<file path="src/rtl/sobel_pkg.sv">
// Shared types for the Sobel frame controller: FSM states, pixel type and
// counter-width helper.
package sobel_pkg;

    typedef logic [7:0] pixel_t;

    typedef enum logic [1:0] {
        IDLE  = 2'd0,
        CLEAR = 2'd1,
        RUN   = 2'd2,
        DRAIN = 2'd3
    } state_t;

    localparam int PIXEL_W = 8;

    // Bits needed to count from 0 up to and including n.
    function automatic int cnt_w(input int n);
        return $clog2(n + 1);
    endfunction

endpackage

</file>
<file path="src/rtl/sobel_out_fifo.sv">
// Synchronous output FIFO for Sobel results; DEPTH must be a power of two.
// Head data reads as zero while empty.
module sobel_out_fifo
    import sobel_pkg::*;
#(
    parameter int DEPTH = 16
) (
    input  logic                       clk,
    input  logic                       rst_n,
    input  logic                       push,
    input  pixel_t                     push_data,
    input  logic                       pop,
    output pixel_t                     pop_data,
    output logic                       empty,
    output logic [$clog2(DEPTH+1)-1:0] count
);

    localparam int AW = $clog2(DEPTH);
    localparam int CW = $clog2(DEPTH + 1);

    pixel_t        mem [DEPTH];
    logic [AW-1:0] wr_ptr;
    logic [AW-1:0] rd_ptr;
    logic          full;
    logic          do_push;
    logic          do_pop;

    assign empty   = (count == '0);
    assign full    = (count == CW'(DEPTH));
    assign do_pop  = pop && !empty;
    // A push into a full FIFO is only legal when a pop frees a slot the same cycle.
    assign do_push = push && (!full || do_pop);

    always_ff @(posedge clk or negedge rst_n) begin
        if (!rst_n) begin
            wr_ptr <= '0;
            rd_ptr <= '0;
            count  <= '0;
        end else begin
            if (do_push) wr_ptr <= wr_ptr + AW'(1);
            if (do_pop)  rd_ptr <= rd_ptr + AW'(1);
            count <= count + CW'(do_push) - CW'(do_pop);
        end
    end

    always_ff @(posedge clk) begin
        if (do_push) mem[wr_ptr] <= push_data;
    end

    assign pop_data = empty ? '0 : mem[rd_ptr];

endmodule

</file>
<file path="src/rtl/sobel_frame_ctrl.sv">
// Frame sequencer around an external 1-cycle Sobel core with credit-based output FIFO.
// Define SOBEL_CTRL_STATS_EN to add the frame_count / stall_count outputs.
module sobel_frame_ctrl
    import sobel_pkg::*;
#(
    parameter int WIDTH      = 128,
    parameter int HEIGHT     = 128,
    parameter int FIFO_DEPTH = 16
) (
    input  logic        clk,
    input  logic        rst_n,
    input  logic        start,
    input  logic        s_valid,
    output logic        s_ready,
    input  pixel_t      s_pixel,
    output logic        m_valid,
    input  logic        m_ready,
    output pixel_t      m_pixel,
    output logic        m_last,
    output logic        core_rst,
    output logic        core_valid_in,
    output pixel_t      core_pixel_in,
    input  logic        core_valid_out,
    input  pixel_t      core_pixel_out,
    output logic        busy,
    output logic        done
`ifdef SOBEL_CTRL_STATS_EN
    ,
    output logic [15:0] frame_count,
    output logic [31:0] stall_count
`endif
);

    localparam int NPIX  = WIDTH * HEIGHT;
    localparam int NOUT  = (WIDTH - 2) * (HEIGHT - 2);
    localparam int PIX_W = cnt_w(NPIX);
    localparam int OUT_W = cnt_w(NOUT);
    localparam int CNT_W = $clog2(FIFO_DEPTH + 1);

    state_t             state;
    logic [PIX_W-1:0]   pix_cnt;
    logic [OUT_W-1:0]   out_cnt;
    logic               issued_q;
    logic               beat;
    logic               push;
    logic               pop;
    logic               fifo_empty;
    logic               frame_end;
    logic [CNT_W-1:0]   fifo_count;
    logic [CNT_W:0]     credit_used;

    // The pixel issued last cycle may still land in the FIFO, so it holds a credit.
    assign credit_used   = {1'b0, fifo_count} + {{CNT_W{1'b0}}, issued_q};
    assign s_ready       = (state == RUN) && (credit_used < (CNT_W+1)'(FIFO_DEPTH));
    assign beat          = s_valid && s_ready;
    assign core_valid_in = beat;
    assign core_pixel_in = beat ? s_pixel : '0;
    assign core_rst      = !rst_n || (state == CLEAR);
    assign busy          = (state != IDLE);

    assign push      = core_valid_out && issued_q;
    assign m_valid   = !fifo_empty;
    assign pop       = m_valid && m_ready;
    assign m_last    = m_valid && (out_cnt == OUT_W'(NOUT - 1));
    assign frame_end = (state == DRAIN) && pop && (out_cnt == OUT_W'(NOUT - 1));

    sobel_out_fifo #(
        .DEPTH (FIFO_DEPTH)
    ) u_fifo (
        .clk       (clk),
        .rst_n     (rst_n),
        .push      (push),
        .push_data (core_pixel_out),
        .pop       (pop),
        .pop_data  (m_pixel),
        .empty     (fifo_empty),
        .count     (fifo_count)
    );

    always_ff @(posedge clk or negedge rst_n) begin
        if (!rst_n) begin
            state    <= IDLE;
            pix_cnt  <= '0;
            out_cnt  <= '0;
            issued_q <= 1'b0;
            done     <= 1'b0;
        end else begin
            issued_q <= beat;
            done     <= 1'b0;
            if (pop) out_cnt <= out_cnt + OUT_W'(1);
            case (state)
                IDLE: begin
                    if (start) state <= CLEAR;
                end
                CLEAR: begin
                    pix_cnt <= '0;
                    out_cnt <= '0;
                    state   <= RUN;
                end
                RUN: begin
                    if (beat) begin
                        pix_cnt <= pix_cnt + PIX_W'(1);
                        if (pix_cnt == PIX_W'(NPIX - 1)) state <= DRAIN;
                    end
                end
                DRAIN: begin
                    if (frame_end) begin
                        done  <= 1'b1;
                        state <= IDLE;
                    end
                end
                default: state <= IDLE;
            endcase
        end
    end

`ifdef SOBEL_CTRL_STATS_EN
    always_ff @(posedge clk or negedge rst_n) begin
        if (!rst_n) begin
            frame_count <= '0;
            stall_count <= '0;
        end else begin
            if (frame_end) frame_count <= frame_count + 16'd1;
            if (state == CLEAR)
                stall_count <= '0;
            else if ((state == RUN) && s_valid && !s_ready && (stall_count != '1))
                stall_count <= stall_count + 32'd1;
        end
    end
`endif

endmodule

</file>
<file path="config.mk">
export PLATFORM = sky130hd
export DESIGN_NAME = sobel_frame_ctrl
export DESIGN_NICKNAME = d
export VERILOG_FILES = /design/src/rtl/sobel_pkg.sv /design/src/rtl/sobel_out_fifo.sv /design/src/rtl/sobel_frame_ctrl.sv
export SDC_FILE = /design/constraint.sdc
export NUM_CORES = 1
export LEC_CHECK = 0
export CORE_ASPECT_RATIO = 0.6
export CORE_UTILIZATION = 45
export DETAILED_ROUTE_END_ITERATION = 6
export GPL_ROUTABILITY_DRIVEN = 1
export GPL_TIMING_DRIVEN = 0
export PLACE_DENSITY = 0.62
export SETUP_SLACK_MARGIN = 0.02
export SYNTH_ARGS = -nofsm -noshare
export SYNTH_HDL_FRONTEND = slang
export SYNTH_SLANG_ARGS = --single-unit
export TNS_END_PERCENT = 50
</file>
<file path="constraint.sdc">
create_clock -name clk -period 7.2 [get_ports clk]
set_clock_uncertainty 0.2 [all_clocks]
set_input_delay 2.16 -clock clk [delete_from_list [all_inputs] [get_ports clk]]
set_output_delay 2.16 -clock clk [all_outputs]
set_load 0.05 [all_outputs]
</file>
==> impl_metrics.csv <==
group,metric,value,unit
routing,drc,0,
routing,vias_per_cell,5.32,
critical_path,endpoint_kind,"output port",
critical_path,worst-endpoint-required,4840,ps
routing,antenna_left,0,
cells_and_area,drive_above_1_share,0.138,
global_routing,first_global_vias,4101,
cts,clk_pin_slew,70,ps
placed_design,gp_congestion,0.758,
critical_path,worst_setup_path_start_kind,"input port",
timing,timing_hold_violations_final,0,
critical_path,cp.arrival,4570,ps
pwr,p_seq_frac,0.369,
logic_synthesis,yosysMostFrequentCell,"edfxtp_1",
pwr,finalPower,3.27,mW
cts,cts_root_buf,"clkbuf_16",
global_routing,grt_overflow,0,
cts,cts_max_level,4,
logic_synthesis,synthArstFlopShare,0.264,
cts,clock_sinks,174,
cts,cts_buffer_depth,2,
logic_synthesis,synth-seq-area-share,0.657,
pwr,intPower,2.13,mW
timing,tightest_slew,896,ps
critical_path,slowest_delay,810,ps
die,core_area,16400,um^2
routing,drtIter0Drc,326,
placed_design,placed_cell_area,8350,um^2
cells_and_area,n_antenna_cell,0,
die,top_level_ports,45,
critical_path,slowest_stage,"clkdlybuf4s50_1",
run,max-cap-violations,0,
routing,wirelength,14800,um
cts,cts_setup_buffers,0,
timing,period_share,0.962,
placed_design,hpwl,10400,um
cells_and_area,multi_input_area,2420,um^2
min_path,hp-class,"register to register",
critical_path,crit_type,"input port to output port",
pwr,combPwrFrac,0.362,
cells_and_area,regArea,4990,um^2
logic_synthesis,yosysWarnings,0,
logic_synthesis,synthTopCellsByArea,"edfxtp_1, dfrtp_1, mux4_2, mux4_1, ha_1",
cells_and_area,syn2layout_area_growth,17.3,%
outcome,run_status,"finished clean",
placed_design,portBuffers,44,
routing,vias,4073,
die,fp-row-count,36,
cells_and_area,final_area,8920,um^2
critical_path,cpMostUsedCell,"clkdlybuf4s50_1",
cells_and_area,nets,569,
timing,max_freq,144,MHz
cells_and_area,fillers,1325,
logic_synthesis,synth_edf_count,128,
placed_design,dp_slack,44.4,ps
global_routing,grt_pass1_wl,23200,um
timing,slew_viol_final,0,
global_routing,grt_max_degree,39,
logic_synthesis,synth_flop_cell,"edfxtp_1",
die,fp.dieW,170,um
timing,rsz0062_at_grt,"no",
logic_synthesis,synth_fp_nets,505,
cts,hold_buffers,0,
cts,cts_tree,"yes",
pwr,power_leakage,3.23,nW
pwr,powerDensity,366,nW/um^2
die,initial_core_util,0.464,
timing,post-route-min-period,6930,ps
cts,clkLatencyLatePin,420,ps
critical_path,critPathMaxFanout,11,
pwr,p_sw_frac,0.347,
routing,routedWlPerCell,19.3,um
logic_synthesis,syn_area,7600,um^2
logic_synthesis,avgSynthCellArea,16.5,um^2
logic_synthesis,yosys.area.top_type,"edfxtp_1",
pwr,power_switching,1.13,mW
die,dieHeight,103,um
logic_synthesis,yosys-top-cells-count,"edfxtp_1, dfrtp_1, and2_1",
logic_synthesis,synth.distinct_cells,42,
critical_path,path_cells,"clkdlybuf4s50_1 > inv_1 > nor3_2 > clkbuf_1 > and2_1 > clkdlybuf4s50_1",
timing,relSlewSlack,0.402,
timing,setup_ws,273,ps
pwr,ir_worst_vdd,0.000177,V
die,die_area,17400,um^2
pwr,power.share.clock,0.269,
timing,setup_violations,0,
logic_synthesis,synth_seq_cells,174,
routing,firstDrtPassIters,5,
logic_synthesis,yosys.area.top_type_share,0.505,
cts,cts_buffers,17,
global_routing,antenna_found_initial,0,
logic_synthesis,syn_inst,461,
global_routing,track_usage,0.185,
-- registers in the layout (all words and copies together), names as in the netlist --
signal and flops:
u_fifo.rd_ptr 4, u_fifo.mem 128, out_cnt 14, done 1
pix_cnt 15, issued_q 1, u_fifo.count 5, u_fifo.wr_ptr 4
state 2
-- metrics by stage --
stage          TNS [ps]  utilization  std cells  hold slack (ps)
2_1_floorplan         0            -        461              237
3_3_place_gp       -254        0.508        733              251
3_5_place_dp          0        0.509        734              261
4_1_cts               0        0.544        766              273
5_1_grt               0        0.544        766              298
6_report              0        0.544        766              278
-- what timing repair did --
item	4_1_cts	5_1_grt
hold endpoints to repair	0	0
gates resized for setup	0	1
setup endpoints to repair	0	8
-- critical path: cells and delay by family --
kind / cells / cell delay, ps
buf+inv: 4 / 1790
simple gates: 2 / 610
-- per-layer routing --
metal  track usage  wire length [um]  vias to the layer above  share of wire
met1         0.290              7460                     2079           0.50
li1              -                 -                     1881              -
met3        0.0376               863                       10          0.058
met4        0.0437                99                        0         0.0067
met5             0                 0                        -              0
met2         0.263              6350                      103           0.43
-- layout make-up --
class	instances	area share
tap	228	0.0320
clock inverter	14	0.0157
inverter	17	0.00715
sequential	174	0.560
buffer	16	0.0150
multi-input combinational	254	0.271
timing repair buffer	45	0.0511
clock buffer	18	0.0481
-- power groups by stage --
stage               Combinational [mW]  Clock, mW  Sequential, mW
CTS                               1.20      0.894            1.20
floorplan                        0.874          0            1.21
global placement                  1.18          0            1.22
detailed placement                1.20          0            1.23
global route                      1.28      0.942            1.21
finish                            1.18      0.880            1.21
-- layout by cell type, fill, tap and decap left out, drive strengths merged --
master           n
clkbuf          25
clkinvlp         2
or3              1
and3b            1
nand3            8
buf             11
clkdlybuf4s50   43
a221o            1
nor3b            2
nor2b            2
o21ai            3
nor4             4
and3             5
a21oi            7
inv             25
a31o             1
nor4b            5
dfrtp           46
a21o             1
nor2            28
clkinv           4
o32a             1
xnor2           17
mux2i            4
and2            34
nand2           28
fa               1
mux4            40
ha              21
and4             5
edfxtp         128
or4              2
nand2b           2
nor3             5
nand4           10
xor2            14
mux2             1
-- kinds of logic (layout without fill, tap and decap cells) --
logic type,count (synthesis),count (layout),share of synthesized area
flops,174,174,0.657
simple gates,142,142,0.101
mux,45,45,0.131
buf+inv,33,110,0.0260
xor+xnor,31,31,0.0357
fa+ha+maj,22,22,0.0372
compound gates,14,14,0.0118
-- path summary, 6_finish.rpt --
path | startpoint | endpoint | slack (ps) | depth (start not counted)
worst max-delay path | s_valid | core_pixel_in[5] | 270 | 6
worst min-delay path | pix_cnt[8] | pix_cnt[8] | 280 | 1
worst max register to register | u_fifo.count[2] | u_fifo.count[4] | 3760 | 15
worst min register to register | pix_cnt[8] | pix_cnt[8] | 280 | 1
max in group asynchronous | rst_n | u_fifo.wr_ptr[1] | 4920 | 2
min in group asynchronous | rst_n | out_cnt[9] | 1390 | 1
Note: power is estimated with default switching activity, not from simulation.
